--- config.mk ---
export PLATFORM = sky130hd
export DESIGN_NAME = load_step_sequencer
export DESIGN_NICKNAME = d
export VERILOG_FILES = /design/src/rtl/load_step_sequencer.sv
export SDC_FILE = /design/constraint.sdc
export NUM_CORES = 1
export LEC_CHECK = 0
export ABC_CLOCK_PERIOD_IN_PS = 3600
export CORE_MARGIN = 2
export CORE_UTILIZATION = 52
export DETAILED_ROUTE_END_ITERATION = 10
export PLACE_DENSITY = 0.79
export REMOVE_ABC_BUFFERS = 1
export SLEW_MARGIN = 15
export SYNTH_ARGS = -nofsm -noshare
export SYNTH_HDL_FRONTEND = slang
export SYNTH_SLANG_ARGS = --single-unit
--- constraint.sdc ---
create_clock -name dut_clk -period 3.6 [get_ports dut_clk]
set_input_delay 0.72 -clock dut_clk [delete_from_list [all_inputs] [get_ports dut_clk]]
set_output_delay 0.72 -clock dut_clk [all_outputs]
set_load 0.005 [all_outputs]
--- src/rtl/load_step_sequencer.sv ---
// Load-group enable sequencer: stepped ramp (up / hold / down) or
// full-load square-wave burst, with optional endless repetition.
module load_step_sequencer #(
  parameter int NUM_GROUPS = 4,
  parameter int CNT_W      = 16
) (
  input  logic                  dut_clk,
  input  logic                  reset,
  input  logic                  start,
  input  logic                  abort,
  input  logic                  mode,
  input  logic                  repeat_forever,
  input  logic [CNT_W-1:0]      step_cycles,
  input  logic [CNT_W-1:0]      hold_cycles,
  output logic [NUM_GROUPS-1:0] group_en,
  output logic                  busy,
  output logic [2:0]            state_out,
  output logic                  done,
  output logic [15:0]           iter_count
);

  typedef enum logic [2:0] {
    IDLE      = 3'd0,
    RAMP_UP   = 3'd1,
    HOLD      = 3'd2,
    RAMP_DOWN = 3'd3,
    BURST     = 3'd4
  } state_t;

  localparam logic [CNT_W-1:0]      ONE    = CNT_W'(1);
  localparam logic [NUM_GROUPS-1:0] ALL_ON = '1;

  state_t                state_q, state_d;
  logic [NUM_GROUPS-1:0] en_q, en_d;
  logic [CNT_W-1:0]      cnt_q, cnt_d;   // cycles within current step / hold / half-period
  logic [CNT_W-1:0]      per_q, per_d;   // completed burst periods in this iteration
  logic [CNT_W-1:0]      s_q, s_d;       // latched step length, never zero
  logic [CNT_W-1:0]      h_q, h_d;       // latched hold length / period count
  logic                  mode_q, mode_d;
  logic                  rep_q, rep_d;
  logic                  low_q, low_d;   // burst: currently in the all-off half
  logic                  busy_q, busy_d;
  logic                  done_q, done_d;
  logic [15:0]           iter_q, iter_d;

  logic                  step_end, hold_end, per_end;
  logic [15:0]           iter_inc;
  logic [NUM_GROUPS-1:0] en_up, en_dn;

  // Shifting the thermometer by one keeps the pattern contiguous at all times.
  assign en_up    = {en_q[NUM_GROUPS-2:0], 1'b1};
  assign en_dn    = {1'b0, en_q[NUM_GROUPS-1:1]};
  assign step_end = (cnt_q == s_q - ONE);
  assign hold_end = (cnt_q == h_q - ONE);
  assign per_end  = (per_q == h_q - ONE);
  assign iter_inc = (iter_q == 16'hFFFF) ? iter_q : iter_q + 16'd1;

  // Next-state and registered-output computation.
  always_comb begin
    state_d = state_q;
    en_d    = en_q;
    cnt_d   = cnt_q;
    per_d   = per_q;
    s_d     = s_q;
    h_d     = h_q;
    mode_d  = mode_q;
    rep_d   = rep_q;
    low_d   = low_q;
    done_d  = 1'b0;
    iter_d  = iter_q;

    if (abort) begin
      state_d = IDLE;
      en_d    = '0;
      cnt_d   = '0;
      per_d   = '0;
      low_d   = 1'b0;
    end else begin
      unique case (state_q)
        IDLE: begin
          if (start) begin
            mode_d = mode;
            rep_d  = repeat_forever;
            s_d    = (step_cycles == '0) ? ONE : step_cycles;
            h_d    = (mode && hold_cycles == '0) ? ONE : hold_cycles;
            iter_d = '0;
            cnt_d  = '0;
            per_d  = '0;
            low_d  = 1'b0;
            if (mode) begin
              state_d = BURST;
              en_d    = ALL_ON;
            end else begin
              state_d = RAMP_UP;
              en_d    = {{(NUM_GROUPS-1){1'b0}}, 1'b1};
            end
          end
        end
        RAMP_UP: begin
          if (step_end) begin
            cnt_d = '0;
            if (en_q[NUM_GROUPS-1]) begin
              if (h_q == '0) begin
                state_d = RAMP_DOWN;
                en_d    = en_dn;
              end else begin
                state_d = HOLD;
              end
            end else begin
              en_d = en_up;
            end
          end else begin
            cnt_d = cnt_q + ONE;
          end
        end
        HOLD: begin
          if (hold_end) begin
            cnt_d   = '0;
            state_d = RAMP_DOWN;
            en_d    = en_dn;
          end else begin
            cnt_d = cnt_q + ONE;
          end
        end
        RAMP_DOWN: begin
          if (step_end) begin
            cnt_d = '0;
            if (!en_q[1]) begin
              // Last group turning off: iteration complete.
              iter_d = iter_inc;
              if (rep_q) begin
                state_d = RAMP_UP;
                en_d    = {{(NUM_GROUPS-1){1'b0}}, 1'b1};
              end else begin
                state_d = IDLE;
                en_d    = '0;
                done_d  = 1'b1;
              end
            end else begin
              en_d = en_dn;
            end
          end else begin
            cnt_d = cnt_q + ONE;
          end
        end
        BURST: begin
          if (step_end) begin
            cnt_d = '0;
            if (!low_q) begin
              low_d = 1'b1;
              en_d  = '0;
            end else if (per_end) begin
              iter_d = iter_inc;
              per_d  = '0;
              if (rep_q) begin
                low_d = 1'b0;
                en_d  = ALL_ON;
              end else begin
                state_d = IDLE;
                low_d   = 1'b0;
                done_d  = 1'b1;
              end
            end else begin
              per_d = per_q + ONE;
              low_d = 1'b0;
              en_d  = ALL_ON;
            end
          end else begin
            cnt_d = cnt_q + ONE;
          end
        end
        default: begin
          state_d = IDLE;
          en_d    = '0;
        end
      endcase
    end
    busy_d = (state_d != IDLE);
  end

  // State and output registers with synchronous reset.
  always_ff @(posedge dut_clk) begin
    if (reset) begin
      state_q <= IDLE;
      en_q    <= '0;
      cnt_q   <= '0;
      per_q   <= '0;
      s_q     <= ONE;
      h_q     <= '0;
      mode_q  <= 1'b0;
      rep_q   <= 1'b0;
      low_q   <= 1'b0;
      busy_q  <= 1'b0;
      done_q  <= 1'b0;
      iter_q  <= '0;
    end else begin
      state_q <= state_d;
      en_q    <= en_d;
      cnt_q   <= cnt_d;
      per_q   <= per_d;
      s_q     <= s_d;
      h_q     <= h_d;
      mode_q  <= mode_d;
      rep_q   <= rep_d;
      low_q   <= low_d;
      busy_q  <= busy_d;
      done_q  <= done_d;
      iter_q  <= iter_d;
    end
  end

  assign group_en   = en_q;
  assign busy       = busy_q;
  assign state_out  = state_q;
  assign done       = done_q;
  assign iter_count = iter_q;

endmodule
==> PnR_summary.wiki, run 1 <==
{| class="wikitable"
! Metric !! Value
|-
| EDFF count, synth || 0
|-
| First-pass GRT wire length || 27200 µm
|-
| Area overhead of the layout relative to synthesis || 20.3%
|-
| Peak ir drop on the vdd network || 393 µV
|-
| Final hold viol count || 0
|-
| Number of antenna diodes || 0
|-
| Leakage || 2.51 nW
|-
| Worst rel slew slack || 0.559
|-
| Clock skew after layout || 8.48 ps
|-
| Number of buffers created by CTS || 9
|-
| Root buffer cell || clkbuf_16
|-
| Post-placement setup slack || 125 ps
|-
| Type of the tightest min-delay check || reg -> reg
|-
| Via Count || 5841
|-
| Required arrival time at the worst endpoint || 3890 ps
|-
| Total power per unit cell area || 361 nW/µm²
|-
| Cells after synthesis || 768
|-
| WL/cell || 16.9 µm
|-
| Internal power consumption || 1.80 mW
|-
| Count of non-filler cells in the finished layout || 973
|-
| Total power of the final layout || 2.56 mW
|-
| Max Buffers Root-to-Sink || 2
|-
| Final Cycle Share || 0.967
|-
| DRC violations left || 0
|-
| Detailed-routing iteration count for the pre-antenna-repair pass || 5
|-
| Fill count || 967
|-
| Net switching component of the power || 762 µW
|-
| Clock network latency to the later pin of the worst-skew pair || 360 ps
|-
| Synth Register Bits || 91
|-
| Dominant cell by count in the synthesized netlist || nand2_1
|-
| Actual slew at the worst max-slew pin || 660 ps
|-
| Boundary Pins || 63
|-
| Number of warnings reported in the yosys synthesis log || 0
|-
| Mapped Area || 5890 µm²
|-
| Top cells by area in the synthesized netlist || dfxtp_1 31%, nand2_1 7.2%, xnor2_1 5.9%
|-
| Die Wd || 110 µm
|-
| DRC violation total after the first TritonRoute iteration || 496
|-
| Peak fanout along the critical path || 10
|-
| Via count of the first global-routing pass || 5584
|-
| Unique masters post-synth || 81
|-
| Cell type contributing the most total cell area after synthesis || dfxtp_1
|-
| Half-perimeter wire length after placement || 12200 µm
|-
| Final GP Congestion || 0.903
|-
| TritonCTS clock tree || done
|-
| Total routed wirelength || 16400 µm
|-
| CTS H-Tree Depth || 3
|-
| Max Clk Rate || 0.287 GHz
|-
| Antenna-violating nets left || 0
|-
| GR Util All Layers || 0.269
|-
| Top cells by count, synth || 113 x nand2_1, 91 x dfxtp_1, 72 x nor2_1, 61 x a21oi_1, 42 x clkbuf_1
|-
| Count of clock tree sinks || 91
|-
| Number of antenna violations at the first check in global routing || 0
|-
| Setup TNS after final layout || 0 ps
|-
| Core region area || 10900 µm²
|-
| Port Buffer Count || 62
|-
| Ys async rst share || 0
|-
| Status || finished clean
|-
| # rows || 38
|-
| Total global routing overflow || 0
|-
| Die height || 110 µm
|-
| Critical path class || reg -> reg
|-
| Avg Vias per Cell || 6.00
|-
| Floorplan die area || 12200 µm²
|-
| Initial core utilization || 0.539
|-
| Post-synth top flop || dfxtp_1
|-
| Crit path DAT || 3760 ps
|-
| Sort of element at the start of the critical path || register
|-
| Part of the total power dissipated in the clock network || 0.363
|-
| Share of the yosys chip area belonging to registers || 0.309
|-
| Setup WS post-layout || 121 ps
|-
| Syn_area_per_cell || 7.68 µm²
|-
| Pin count of the biggest net entering global routing || 29
|-
| Crit end category || register
|-
| Placed insts || 948
|-
| Clock Pin Slew Worst Setup and Hold Paths || 70 ps
|-
| Final Slew Violations || 0
|-
| Final #Nets || 872
|-
| Combinational power share || 0.220
|-
| Switching Share || 0.298
|-
| Final Setup Violations || 0
|-
| Fin Hold WS || 470 ps
|-
| Fraction of layout cells with a size suffix above 1 || 0.104
|-
| Max_cap viols || 0
|-
| Proportion of power drawn by flip-flops and latches || 0.418
|-
| Tmin final || 3480 ps
|-
| Area fraction of the dominant cell type after synthesis || 0.309
|}
==> worst max-delay path, cell delays in order, from the launching register on <==
cell and delay (ps):
dfxtp_2 370, or4_4 620, o41ai_4 350, or4b_1 460, a311o_1 300, nor4_2 250
buf_4 170, a21o_4 180, nand4_4 110, or4_4 440, a21oi_2 150
==> final cells by class <==
class,instances,area (µm²),area share
clock buffers,12,256,0.0362
clock inverters,4,32.5,0.00459
multi-input cells,612,3840,0.541
inverters,16,60.1,0.00847
repair buffers,98,903,0.127
flip-flops and latches,91,1820,0.257
well taps,140,175,0.0247
==> power by group through the flow <==
stage | Clock [mW] | Sequential (mW) | Combinational, mW
6_report | 0.927 | 1.07 | 0.562
5_1_grt | 0.984 | 1.07 | 0.612
4_1_cts | 0.937 | 1.07 | 0.536
3_5_place_dp | 0 | 1.09 | 0.532
3_3_place_gp | 0 | 1.09 | 0.523
2_1_floorplan | 0 | 1.09 | 0.334
==> metal layers <==
layer	share of wire	GRT usage	vias to the layer above
li1	-	-	2848
met1	0.43	0.335	2772
met2	0.49	0.461	191
met3	0.058	0.0593	30
met4	0.021	0.0875	0
met5	0	0	-
==> layout by cell type, fill, tap and decap left out, types with 6 or more instances in the layout <==
cell type and n:
a21oi_1 60, a31oi_1 6, and3_1 14, buf_4 35, clkbuf_16 9, clkdlybuf4s50_1 62, dfxtp_1 89, inv_1 16
nand2_1 113, nand2b_1 11, nand3_1 34, nand4_1 17, nor2_1 71, nor2b_1 6, nor3_1 17, nor4_1 20
o21ai_0 20, o31ai_1 9, or3_1 14, xnor2_1 40, xor2_1 39
==> logic make-up (layout without fill, tap and decap cells) <==
kind of cell,Yosys count,after routing,share of synthesized area
xor gates and xnor gates,83,83,0.134
AOI/OAI and AO/OA,151,151,0.170
muxes,5,5,0.00849
DFF,91,91,0.309
and+or+nand+nor,365,367,0.315
adders and majority gates,6,6,0.0127
buffers and inverters,67,130,0.0507
==> sequential cells by signal, indices dropped and copies added (netlist names) <==
register and cells:
rep_q 1, s_q 16, busy 1, done 1
h_q 16, per_q 16, group_en 4, cnt_q 16
state_out 3, low_q 1, iter_count 16
==> path summary, 6_finish.rpt <==
check,startpoint,to,slack [ps],cells past startpoint
worst max-delay path,h_q[2],iter_count[15],120,10
worst min-delay path,s_q[15],s_q[15],470,2
worst max register to register,h_q[2],iter_count[15],120,10
worst min register to register,s_q[15],s_q[15],470,2
==> per-stage QoR <==
step	util	area, µm²
floorplan	-	5660
global placement	0.611	6680
detailed placement	0.611	6680
CTS	0.638	6970
global route	0.648	7090
finish	0.648	7090
==> timing repair <==
item                       4_1_cts  5_1_grt
hold buffers                     0        0
buffers inserted                 0        7
gates resized for setup          0       12
setup endpoints to repair        0       14
Note: power is estimated with default switching activity, not from simulation.
==> run 2: changes to the inputs <==
--- a/config.mk
+++ b/config.mk
@@ -11,6 +11,7 @@
 export DETAILED_ROUTE_END_ITERATION = 10
 export PLACE_DENSITY = 0.79
 export REMOVE_ABC_BUFFERS = 1
+export SETUP_SLACK_MARGIN = 0.2
 export SLEW_MARGIN = 15
 export SYNTH_ARGS = -nofsm -noshare
 export SYNTH_HDL_FRONTEND = slang
==> run 2 against run 1 <==
  * First-iteration DRC count down 5.6%
  * Count of clock-buffer cells in the layout is the same
  * Maximum frequency grew 3.7%
  * Routed wire length up 2.1%
  * Cell count up 0.82%
  * Worst hold slack barely moved
  * Global-route usage is 0.56 points higher
  * Core utilization is 1.6 points higher
  * Critical path depth rose by 3
  * Sequential share of layout area decreased by 0.52 points
  * Largest power group unchanged
==> PnR_summary.wiki, run 2 (synthesis gave the netlist of run 1 again) <==
{| class="wikitable"
! Metric !! Value
|-
| Status || finished clean
|-
| GR Util All Layers || 0.274
|-
| Root buffer cell || clkbuf_16
|-
| Fill count || 933
|-
| Final hold viol count || 0
|-
| Number of antenna violations at the first check in global routing || 0
|-
| Detailed-routing iteration count for the pre-antenna-repair pass || 5
|-
| Total global routing overflow || 0
|-
| Number of antenna diodes || 0
|-
| Unrepaired setup endpoints after global routing || yes
|-
| Required arrival time at the worst endpoint || 3880 ps
|-
| Tmin final || 3360 ps
|-
| Crit path DAT || 3640 ps
|-
| Actual slew at the worst max-slew pin || 715 ps
|-
| Initial core utilization || 0.539
|-
| Most frequent cells in the layout || 113 x nand2_1, 87 x dfxtp_1, 70 x nor2_1
|-
| Area overhead of the layout relative to synthesis || 23.3%
|-
| Crit end category || register
|-
| Pin count of the biggest net entering global routing || 29
|-
| Critical path class || reg -> reg
|-
| # rows || 38
|-
| Final #Nets || 880
|-
| Final Slew Violations || 0
|-
| Sequential standard cell area || 1830 µm²
|-
| Fraction of layout cells with a size suffix above 1 || 0.132
|-
| WL/cell || 17.1 µm
|-
| Antenna-violating nets left || 0
|-
| Post-route standard cell area excluding fillers || 7270 µm²
|-
| Die Wd || 110 µm
|-
| Total of hold buffers inserted after clock tree synthesis || 0
|-
| Count of clock tree sinks || 91
|-
| Total power per unit cell area || 358 nW/µm²
|-
| Max Buffers Root-to-Sink || 2
|-
| Peak ir drop on the vdd network || 387 µV
|-
| Final Cycle Share || 0.932
|-
| Core region area || 10900 µm²
|-
| Total routed wirelength || 16700 µm
|-
| TritonCTS clock tree || done
|-
| Leakage || 2.58 nW
|-
| Max Clk Rate || 0.298 GHz
|-
| DRC violation total after the first TritonRoute iteration || 468
|-
| Boundary Pins || 63
|-
| Clock Pin Slew Worst Setup and Hold Paths || 70 ps
|-
| Port Buffer Count || 62
|-
| Final GP Congestion || 0.903
|-
| Die height || 110 µm
|-
| First-pass GRT wire length || 27700 µm
|-
| CTS H-Tree Depth || 3
|-
| Clock skew after layout || 7.22 ps
|-
| DRC violations left || 0
|-
| Number of buffers created by CTS || 9
|-
| Worst rel slew slack || 0.519
|-
| Floorplan die area || 12200 µm²
|-
| Setup TNS after final layout || 0 ps
|-
| Peak fanout along the critical path || 5
|-
| Fin util || 0.665
|-
| Sort of element at the start of the critical path || register
|-
| Leading cell type in the layout, fill and taps excluded || nand2_1
|-
| Half-perimeter wire length after placement || 12200 µm
|-
| Via count of the first global-routing pass || 5713
|-
| Via Count || 5900
|-
| Multi-input logic area || 3930 µm²
|-
| Final Setup Violations || 0
|-
| Post-Place Cell Area || 6680 µm²
|-
| Type of the tightest min-delay check || reg -> reg
|-
| Max_cap viols || 0
|-
| Avg Vias per Cell || 6.01
|-
| Clock network latency to the later pin of the worst-skew pair || 360 ps
|}
[run 2: final timing paths]
path	depth (start not counted)	end	startpoint	slack [ps]
hold reg to reg	2	s_q[15]	s_q[15]	470
setup reg to reg	13	iter_count[9]	h_q[1]	240
hold / removal	2	s_q[15]	s_q[15]	470
setup / recovery	13	iter_count[9]	h_q[1]	240
[run 2: cell type report]
type,instances,area share
multi-input combinational,611,0.541
sequential,91,0.252
timing repair buffer,107,0.135
clock buffer,12,0.0353
tap,140,0.0241
inverter,16,0.00861
clock inverter,4,0.00448
[run 2: report_power, final]
| group | internal, mW | switching, mW |
|---|---|---|
| clock network | 0.511 | 0.419 |
| logic | 0.279 | 0.322 |
| registers | 1.03 | 0.0380 |
[run 2: per-stage QoR]
| stage | cells | setup WS (ps) | hold slack, ps | power [mW] |
|---|---|---|---|---|
| finish | 981 | 244 | 470 | 2.60 |
| global route | 981 | 124 | 506 | 2.71 |
| CTS | 975 | 201 | 474 | 2.57 |
| detailed placement | 948 | 125 | 465 | 1.62 |
| global placement | 948 | 212 | 462 | 1.61 |
| floorplan | 717 | -138 | 440 | 1.42 |
[run 2: what timing repair did]
action | 4_1_cts | 5_1_grt
cloned | 1 | 0
buffers inserted | 10 | 6
hold endpoints to repair | 0 | 0
gates resized for setup | 5 | 33
pin swaps | 6 | 16
setup endpoints to repair | 9 | 52
[run 2: critical path: stages (launching register included)]
cell,delay (ps)
dfxtp_4,370
inv_4,60
ha_4,120
or3b_4,370
or3_4,340
xnor3_4,310
a311o_1,360
nor4_2,270
buf_4,170
a21o_4,180
nand4_4,130
buf_6,150
or3_1,300
a21oi_1,130
[run 2: per-layer routing]
| metal | vias up | GRT usage | wire length [µm] |
|---|---|---|---|
| li1 | 2867 | - | - |
| met1 | 2815 | 0.341 | 7050 |
| met2 | 173 | 0.466 | 8320 |
| met3 | 45 | 0.0587 | 882 |
| met4 | 0 | 0.105 | 499 |
| met5 | - | 0 | 0 |
